--- config.mk ---
export PLATFORM = sky130hd
export DESIGN_NAME = wait_state_memory
export DESIGN_NICKNAME = d
export VERILOG_FILES = /design/src/rtl/mem_pkg.sv /design/src/rtl/mem_array.sv /design/src/rtl/wait_state_memory.sv
export SDC_FILE = /design/constraint.sdc
export NUM_CORES = 1
export LEC_CHECK = 0
export BUFFER_PORTS_ARGS = -buffer_cell sky130_fd_sc_hd__buf_2
export CAP_MARGIN = 25
export CORE_MARGIN = 2
export CORE_UTILIZATION = 66
export DETAILED_ROUTE_END_ITERATION = 12
export GPL_TIMING_DRIVEN = 0
export PLACE_DENSITY = 0.93
export SYNTH_ARGS = -nofsm -noshare
export SYNTH_HDL_FRONTEND = slang
export SYNTH_HIERARCHICAL = 1
export SYNTH_SLANG_ARGS = --single-unit
--- constraint.sdc ---
create_clock -name clk -period 7.87 [get_ports clk]
set_clock_uncertainty 0.2 [all_clocks]
set_input_delay 1.574 -clock clk [delete_from_list [all_inputs] [get_ports clk]]
set_output_delay 1.574 -clock clk [all_outputs]
set_load 0.01 [all_outputs]
--- src/rtl/mem_pkg.sv ---
// Shared definitions for the wait-state memory: FSM encoding and wait counter width.
package mem_pkg;

  typedef enum logic [1:0] {
    IDLE = 2'd0,
    BUSY = 2'd1,
    ACK  = 2'd2
  } state_t;

  localparam int WAIT_CNT_W = 4;

endpackage

--- src/rtl/mem_array.sv ---
// Word storage with two prioritised synchronous write ports and one combinational read port.
// Port A (transaction) beats port B (preload) on a same-edge, same-address collision.
module mem_array #(
  parameter int DATA_W = 8,
  parameter int ADDR_W = 4
) (
  input  logic              clk,
  input  logic              a_we,
  input  logic [ADDR_W-1:0] a_addr,
  input  logic [DATA_W-1:0] a_data,
  input  logic              b_we,
  input  logic [ADDR_W-1:0] b_addr,
  input  logic [DATA_W-1:0] b_data,
  input  logic [ADDR_W-1:0] rd_addr,
  output logic [DATA_W-1:0] rd_data
);

  localparam int DEPTH = 1 << ADDR_W;

  logic [DATA_W-1:0] mem [DEPTH];

  // Contents survive reset; port A is written last so it wins a collision.
  always_ff @(posedge clk) begin
    if (b_we) mem[b_addr] <= b_data;
    if (a_we) mem[a_addr] <= a_data;
  end

  assign rd_data = mem[rd_addr];

endmodule

--- src/rtl/wait_state_memory.sv ---
// Single-port bus memory with WAIT_STATES extra cycles; ready pulses WAIT_STATES+1 edges after acceptance.
// The CPU holds read/write until ready; requests arriving in BUSY/ACK are ignored.
module wait_state_memory
  import mem_pkg::*;
#(
  parameter int DATA_W      = 8,
  parameter int ADDR_W      = 4,
  parameter int WAIT_STATES = 2
) (
  input  logic              clk,
  input  logic              clr,
  input  logic              read,
  input  logic              write,
  input  logic [ADDR_W-1:0] address,
  input  logic [DATA_W-1:0] memoryIn,
  output logic [DATA_W-1:0] memoryOut,
  output logic              ready,
  output logic              busy,
  output logic              err,
  input  logic              load_en,
  input  logic [ADDR_W-1:0] load_addr,
  input  logic [DATA_W-1:0] load_data
);

  state_t                  state, state_nx;
  logic [WAIT_CNT_W-1:0]   cnt;
  logic                    op_wr;
  logic [ADDR_W-1:0]       addr_q;
  logic [DATA_W-1:0]       data_q;
  logic [DATA_W-1:0]       rd_data;
  logic                    accept, both_req, done;

  always_comb begin
    state_nx = state;
    accept   = 1'b0;
    both_req = 1'b0;
    done     = 1'b0;
    case (state)
      IDLE: begin
        if (read && write) begin
          both_req = 1'b1;
        end else if (read || write) begin
          accept   = 1'b1;
          state_nx = BUSY;
        end
      end
      BUSY: begin
        if (cnt == '0) begin
          done     = 1'b1;
          state_nx = ACK;
        end
      end
      ACK:     state_nx = IDLE;
      default: state_nx = IDLE;
    endcase
  end

  always_ff @(posedge clk or negedge clr) begin
    if (!clr) begin
      state     <= IDLE;
      cnt       <= '0;
      op_wr     <= 1'b0;
      addr_q    <= '0;
      data_q    <= '0;
      memoryOut <= '0;
      ready     <= 1'b0;
      err       <= 1'b0;
    end else begin
      state <= state_nx;
      ready <= done;
      if (both_req) err <= 1'b1;
      if (accept) begin
        op_wr  <= write;
        addr_q <= address;
        data_q <= memoryIn;
        cnt    <= WAIT_CNT_W'(WAIT_STATES);
      end else if (state == BUSY && cnt != '0) begin
        cnt <= cnt - 1'b1;
      end
      // Array read sees pre-edge contents, so a same-edge preload is not visible here.
      if (done && !op_wr) memoryOut <= rd_data;
    end
  end

  assign busy = (state != IDLE);

  mem_array #(
    .DATA_W (DATA_W),
    .ADDR_W (ADDR_W)
  ) u_array (
    .clk     (clk),
    .a_we    (done && op_wr),
    .a_addr  (addr_q),
    .a_data  (data_q),
    .b_we    (load_en),
    .b_addr  (load_addr),
    .b_data  (load_data),
    .rd_addr (addr_q),
    .rd_data (rd_data)
  );

endmodule

==> results of run 1 <==
power by group through the flow:
stage	combinational, mW	sequential [mW]	clock, mW
detailed placement	0.866	1.12	0
global placement	0.827	1.12	0
CTS	0.878	1.11	0.872
finish	0.902	1.11	0.868
global route	0.946	1.12	0.903
floorplan	0.609	1.08	0
worst max path at each step:
stage	from	to	slack [ps]
final	load_addr[3]	u_array/mem[1][1]	4590
after global routing	cnt[1]	u_array/mem[0][3]	4580
after CTS	load_addr[3]	u_array/mem[1][1]	4680
after detailed placement	load_addr[3]	u_array/mem[1][1]	4200
after global placement	load_addr[1]	u_array/mem[12][5]	3910
after floorplan	load_addr[3]	u_array/mem[0][0]	4570
sequential cells by signal, summed over array words and instances (netlist names):
signal       flops
ready            1
u_array/mem    128
err              1
memoryOut        8
data_q           8
cnt              4
op_wr            1
addr_q           4
state            2
final cells by class:
cell class / count / area share (%)
flip-flops and latches: 157 / 50.2
well taps: 147 / 2.02
clock inverters: 9 / 1.43
inverters: 7 / 0.288
clock buffers: 23 / 5.49
multi-input cells: 288 / 35.2
repair buffers: 49 / 2.97
plain buffers: 36 / 2.43
cell usage after synthesis, types with 2 or more instances:
cell	instances	area share, %
nor2_2	9	0.70
buf_2	7	0.44
inv_1	7	0.33
dlygate4sd1_1	8	0.87
o22ai_1	9	0.70
edfxtp_1	128	48
dfrtp_1	29	9.0
nor2b_1	4	0.31
nand3b_4	2	0.50
o21bai_1	2	0.19
buf_6	3	0.42
buf_4	4	0.37
clkbuf_1	11	0.51
mux2_1	17	2.4
buf_1	3	0.14
nor2_1	4	0.19
nand3_1	2	0.12
ha_1	4	0.62
and2_1	2	0.16
nand2b_1	7	0.55
nand2_1	14	0.65
a22oi_1	16	1.5
mux4_2	32	9.0
or3_1	2	0.16
and4_1	2	0.22
nor3_1	2	0.12
o21ai_0	8	0.50
nand3b_1	2	0.19
mux2_2	116	16
mux2_4	16	3.0
per-layer routing:
layer / GRT usage, % / vias up / wire length (um)
met4: 19.4 / 0 / 1270
met2: 54.7 / 425 / 10000
li1: - / 2061 / -
met5: 0 / - / 0
met3: 7.89 / 107 / 2230
met1: 42.5 / 2518 / 7350
layout by cell type, fill, tap and decap left out, types with 3 or more instances in the layout:
cell type	count
o22ai_1	9
buf_1	3
a22oi_1	16
nor2_2	9
nand2_1	14
buf_4	14
edfxtp_1	128
dlygate4sd1_1	8
mux2_2	116
nor2_1	4
mux2_1	17
clkbuf_1	14
mux2_4	16
clkinv_2	3
buf_2	46
clkbuf_16	19
o21ai_0	7
bufinv_16	3
nand2b_1	7
nor2b_1	4
mux4_2	32
dfrtp_1	29
inv_1	7
ha_1	4
buf_6	3
per-stage QoR:
stage	power [mW]	hold WS, ps	util (%)	area, um^2	setup WS [ps]
finish	2.88	261	76.2	9110	4590
global route	2.97	279	76.2	9110	4580
detailed placement	1.99	251	70.8	8470	4200
CTS	2.86	265	76.1	9100	4680
floorplan	1.69	258	-	8020	4570
global placement	1.94	233	70.3	8400	3910
kinds of logic (layout without fill, tap and decap cells):
logic type               count (synthesis)  count (layout)  share of synthesized area (%)
AO/OA/AOI/OAI                           41              41                           3.54
adder cells (fa/ha/maj)                  4               4                          0.624
buffers and inverters                   43             124                           3.09
flip-flops                             157             157                           56.9
multiplexers                           182             182                           30.8
AND/OR/NAND/NOR                         61              61                           5.04
worst reg2reg max path: cells and delay by family (launching register included):
family | cells | cell delay [ps]
AND/OR/NAND/NOR | 4 | 1260
AO/OA/AOI/OAI | 1 | 380
buffers and inverters | 2 | 400
adder cells (fa/ha/maj) | 1 | 260
flip-flops | 1 | 420
==> summary.txt, run 1 <==
Critical path
  • R2R Setup Slk: 4660 ps
  • Critical path peak fanout: 5
  • Crit start category: primary input
  • Worst setup EP type: flop
  • CP Depth: 4
  • FF-to-FF End: u_array/mem[0][1]
  • Worst R2R Start: cnt[1]
  • Req. time, crit path: 7810 ps
  • Setup CP Type: in2reg
  • CP cell instances: buf_2 > or3b_2 > o21ai_0 > buf_4
  • Worst reg-to-reg path cell count: 8
  • CP delay by family, top: compound AO/OA/AOI/OAI gates
  • Crit path arrival time: 3210 ps
  • CP max stage delay: 680 ps
  • WP buf/inv: 2
  • Slowest CP cell: o21ai_0

Placed design
  • Post-DP HPWL: 13.9 mm
  • DP Cell Count: 683
  • Buffers on Ports: 39
  • Routability Congestion: 0.961

STA
  • Fin. Hold Viols: 0
  • Slew Limit Fails: 0
  • Max transition margin: 28.2%
  • Post-route clock period utilization: 41.6%
  • Fin crit period: 3280 ps
  • Unrepaired setup endpoints after global routing: no
  • Setup violators final: 0
  • Worst Tran Pin Value: 1080 ps
  • Fin Setup TNS: 0 ps
  • F_max: 0.305 GHz

Clocking
  • Clk_lat worst skew: 430 ps
  • Postcts setup bufs: 0
  • CTS tree: yes
  • CTS Sinks: 157
  • Worst-case clock buffer depth: 2
  • Hold_buf cts: 0
  • Resize count post-CTS: 0
  • CTS Buf Count: 17
  • Worst-path clk slew: 60 ps
  • H-tree depth: 4
  • Root buffer cell: clkbuf_16

Flow run
  • Total of max-cap violations: 0

Finish
  • Share of layout cells above drive strength 1: 48.3%
  • Fill cell count: 631
  • Sequential cell area: 4570 um^2
  • Post-Layout Cell Count: 716
  • Ant diodes: 0
  • Nets: 589
  • Multi-input logic area: 3210 um^2
  • Syn-to-layout area delta: 13.5%

Floorplan
  • Initial core utilization: 67.1%
  • Core area: 12,000 um^2
  • Site row count: 40
  • Die extent in y: 114 um
  • Die Wd: 114 um
  • Io pins: 40
  • Die ar.: 13,100 um^2

Power
  • Leak pwr: 3.32 nW
  • Switching Share: 33.0%
  • P_int: 1.93 mW
  • Psw: 951 uW
  • Seq pwr share: 38.6%
  • Pwr Density: 317 nW/um^2
  • Part of the power in combinational logic: 31.3%
  • Power share of the clock group: 30.1%
  • Peak VDD IR: 0.168 mV

Detailed routing
  • Total number of vias: 5,111
  • Routed Antenna Nets: 0
  • Via density: 7.14
  • Total wire length: 20.9 mm
  • Starting DRT DRC Count: 822
  • DR DRC count: 0
  • Wire per inst: 29.2 um
  • 1st-pass router iterations: 6

Yosys
  • Netlist cell types: 46
  • Synthesized cell area: 8020 um^2
  • Ys Warns: 6
  • Average size of a mapped cell: 16.4 um^2
  • Most used DFF post-synth: edfxtp_1
  • Sequential element share of the synthesized area: 56.9%
  • Post-Syn Instances: 488
  • Number of synthesized register bits: 157
  • Post-synth EDFFs: 128
  • Post-synth net total: 521
  • FFs w/ async S/R, synth: 18.5%

Global route
  • Total GRT Usage: 33.9%
  • GRT overflow: 0
  • Initial antenna violation count: 0
  • Largest net degree at the start of global routing: 30
  • Vias in the first global route: 5,064
  • First-pass GRT wire length: 31.0 mm

Min path
  • Hold Crit Endpoint: err
  • Origin of the worst min-delay path: err
  • Hold Path Stages: 1
  • Hold WC Path Type: reg2reg

Outcome
  • Outcome: complete, no violations
Power figures use the tool's default switching activity.
==> run 2: changes to the inputs <==
--- a/config.mk
+++ b/config.mk
@@ -5,13 +5,14 @@
 export SDC_FILE = /design/constraint.sdc
 export NUM_CORES = 1
 export LEC_CHECK = 0
+export ABC_AREA = 1
 export BUFFER_PORTS_ARGS = -buffer_cell sky130_fd_sc_hd__buf_2
 export CAP_MARGIN = 25
 export CORE_MARGIN = 2
-export CORE_UTILIZATION = 66
+export CORE_UTILIZATION = 56
 export DETAILED_ROUTE_END_ITERATION = 12
 export GPL_TIMING_DRIVEN = 0
-export PLACE_DENSITY = 0.93
+export PLACE_DENSITY = 0.85
 export SYNTH_ARGS = -nofsm -noshare
 export SYNTH_HDL_FRONTEND = slang
 export SYNTH_HIERARCHICAL = 1
==> constraint.sdc (replaced) <==
create_clock -name clk -period 2.7 [get_ports clk]
set_clock_uncertainty 0.2 [all_clocks]
set_input_delay 0.54 -clock clk [delete_from_list [all_inputs] [get_ports clk]]
set_output_delay 0.54 -clock clk [all_outputs]
set_load 0.01 [all_outputs]
==> run 2 against run 1 <==
Effect of this change:
- worst setup slack worse by 4600 ps
- clock-buffer cell count down 2
- via count up 51%
- sequential cell count unchanged
- final cell count up 80%
- largest cell class unchanged
==> summary.txt, run 2 <==
Placed design
  • Routability Congestion: 1.01
  • Buffers on Ports: 39
  • Dpl ws: -737 ps
  • Post-DP HPWL: 17.8 mm

Detailed routing
  • Wire per inst: 19.7 um
  • Via density: 5.97
  • Total number of vias: 7,695
  • 1st-pass router iterations: 7
  • Total wire length: 25.4 mm
  • DR DRC count: 0
  • Starting DRT DRC Count: 1,247
  • Routed Antenna Nets: 0

Power
  • Peak VDD IR: 0.618 mV
  • Part of the power in combinational logic: 39.2%
  • Psw: 3.74 mW
  • Leak pwr: 4.52 nW
  • P_int: 5.04 mW
  • Power share of the clock group: 25.5%
  • Switching Share: 42.6%
  • Pwr Density: 909 nW/um^2
  • Seq pwr share: 35.3%

STA
  • Max transition margin: 42.9%
  • Worst Tran Pin Value: 857 ps
  • F_max: 0.372 GHz
  • Fin crit period: 2690 ps
  • Hold slack: 146 ps
  • Unrepaired setup endpoints after global routing: yes
  • Setup violators final: 0
  • Fin. Hold Viols: 0
  • Slew Limit Fails: 0
  • Final worst slack: 12.4 ps
  • Post-route clock period utilization: 99.5%

Global route
  • GRT overflow: 0
  • Total GRT Usage: 32.6%
  • First-pass GRT wire length: 38.5 mm
  • Initial antenna violation count: 0
  • Vias in the first global route: 7,130
  • Largest net degree at the start of global routing: 30

Clocking
  • Worst-path clk slew: 60 ps
  • CTS Sinks: 157
  • CTS Buf Count: 17
  • Clk_lat worst skew: 430 ps
  • Worst-case clock buffer depth: 2
  • H-tree depth: 4
  • CTS tree: yes
  • Root buffer cell: clkbuf_16

Yosys
  • Synth top area cells: edfxtp_1, nand2_1, dfrtp_1
  • Post-synth net total: 1,060
  • Post-Syn Instances: 1,027
  • Average size of a mapped cell: 8.14 um^2
  • Number of synthesized register bits: 157
  • Most used DFF post-synth: edfxtp_1
  • Ys Warns: 6
  • Synth top area share: 46.0%
  • Cell taking the most area after synthesis: edfxtp_1
  • Post-synth EDFFs: 128
  • FFs w/ async S/R, synth: 18.5%
  • Cell with the most instances after synthesis: nand2_1
  • Synthesized cell area: 8360 um^2
  • Netlist cell types: 31
  • Synth top cells by count: nand2_1, inv_1, o21ai_0
  • Sequential element share of the synthesized area: 54.6%

Floorplan
  • Site row count: 44
  • Die ar.: 15,900 um^2
  • Core area: 14,600 um^2
  • Die Wd: 126 um
  • Initial core utilization: 57.3%
  • Die extent in y: 126 um
  • Io pins: 40

Critical path
  • WP buf/inv: 5
  • R2R Setup Slk: 10 ps
  • Worst R2R Start: cnt[0]
  • Worst setup startpoint: cnt[0]
  • CP cell instances: inv_1 > ha_1 > nand2_2 > inv_2 > nand2_1 > nor2_1 > inv_2 > nor3_4 > buf_4 > nand2_2 > o21ai_2 > buf_4
  • Crit path arrival time: 2630 ps
  • CP max stage delay: 380 ps
  • Worst reg-to-reg path cell count: 12
  • Req. time, crit path: 2640 ps
  • Worst setup EP type: flop
  • Slowest CP cell: dfrtp_1
  • CP Depth: 12
  • Crit start category: flop
  • Critical path peak fanout: 17
  • Setup CP Type: reg2reg
  • CP delay by family, top: buffers and inverters
  • Setup crit end: u_array/mem[1][1]
  • FF-to-FF End: u_array/mem[1][1]

Finish
  • Nets: 1,125
  • Multi-input logic area: 3190 um^2
  • Syn-to-layout area delta: 15.5%
  • Sequential cell area: 4570 um^2
  • Biggest register: u_array/mem
  • Ant diodes: 0
  • Fill cell count: 1,111
  • Top Registers: u_array/mem x128, data_q x8, memoryOut x8
  • Most frequent cells in the layout: nand2_1, inv_1, edfxtp_1, o21ai_0, nand3_1
  • Commonest non-fill, non-tap cell in the layout: nand2_1
  • Max FFs per register: 128
  • Share of layout cells above drive strength 1: 14.0%

Min path
  • Hold Path Stages: 3
  • Origin of the worst min-delay path: address[3]
  • Hold WC Path Type: in2reg

Flow run
  • Total of max-cap violations: 0

Outcome
  • Outcome: complete, no violations
==> run 2: changes by cell type in the layout (fill, tap and decap cells not counted), sizes merged, moves of 7 or more <==
cell / change
inv: +146
dlygate4sd1: -8
mux2: -149
o22ai: -7
nand3: +110
clkbuf: +21
a22oi: -16
nand2: +350
mux4: -32
o21ai: +143
nand2b: -7
==> run 2: final cells by class <==
type	instances	share of cell area (%)
Timing Repair Buffer	55	3.33
Clock inverter	11	0.959
Clock buffer	21	4.67
Inverter	150	5.83
Buffer	51	2.50
Sequential cell	157	47.3
Multi-Input combinational cell	660	33.0
Tap cell	184	2.38
==> run 2: logic make-up after synthesis <==
group                      share of synthesized area [%]
and+or+nand+nor                                     24.9
buffers and inverters                               9.92
AOI/OAI and AO/OA                                   9.93
DFF                                                 54.6
adders and majority gates                          0.598
==> run 2: per-layer routing <==
layer	GRT usage (%)	up-vias	routed length (um)
met5	0	-	0
met4	18.6	0	1380
met3	8.45	128	3250
met2	50.7	577	11700
met1	41.6	3544	9100
li1	-	3446	-
==> run 2: worst min-delay path by stage <==
stage	to	slack, ps
after detailed placement	err	240
after CTS	addr_q[3]	130
after floorplan	addr_q[0]	40
after global placement	err	250
after global routing	data_q[2]	150
final	addr_q[3]	150
==> run 2: repair_timing <==
item                                   in CTS  in global routing
hold buffers                                1                  0
setup endpoints to repair                 174                152
buffers inserted                            5                  3
endpoints found under the hold margin      29                  0
resized for setup                          53                 35
pin swaps                                   4                  3
==> run 2: power groups by stage <==
| stage | combinational (mW) | sequential [mW] | clock (mW) |
|---|---|---|---|
| 2_1_floorplan | 1.99 | 3.10 | 0 |
| 3_3_place_gp | 3.10 | 3.13 | 0 |
| 3_5_place_dp | 3.18 | 3.13 | 0 |
| 4_1_cts | 3.26 | 3.10 | 2.24 |
| 5_1_grt | 3.67 | 3.12 | 2.35 |
| 6_report | 3.44 | 3.10 | 2.24 |
==> run 2: metrics by stage <==
| stage | util, % | instance area, um^2 | TNS, ps | total power, mW | instances |
|---|---|---|---|---|---|
| floorplan | - | 8360 | 0 | 5.09 | 1027 |
| global placement | 60.2 | 8790 | -59920 | 6.22 | 1250 |
| detailed placement | 60.5 | 8830 | -57630 | 6.31 | 1257 |
| CTS | 65.5 | 9560 | 0 | 8.59 | 1289 |
| global route | 66.2 | 9660 | -1270 | 9.15 | 1289 |
| finish | 66.2 | 9660 | 0 | 8.78 | 1289 |
==> run 2: tightest hold or removal path, stage by stage <==
cell,delay [ps]
buf_2,80
nand3_1,70
nand2_1,60
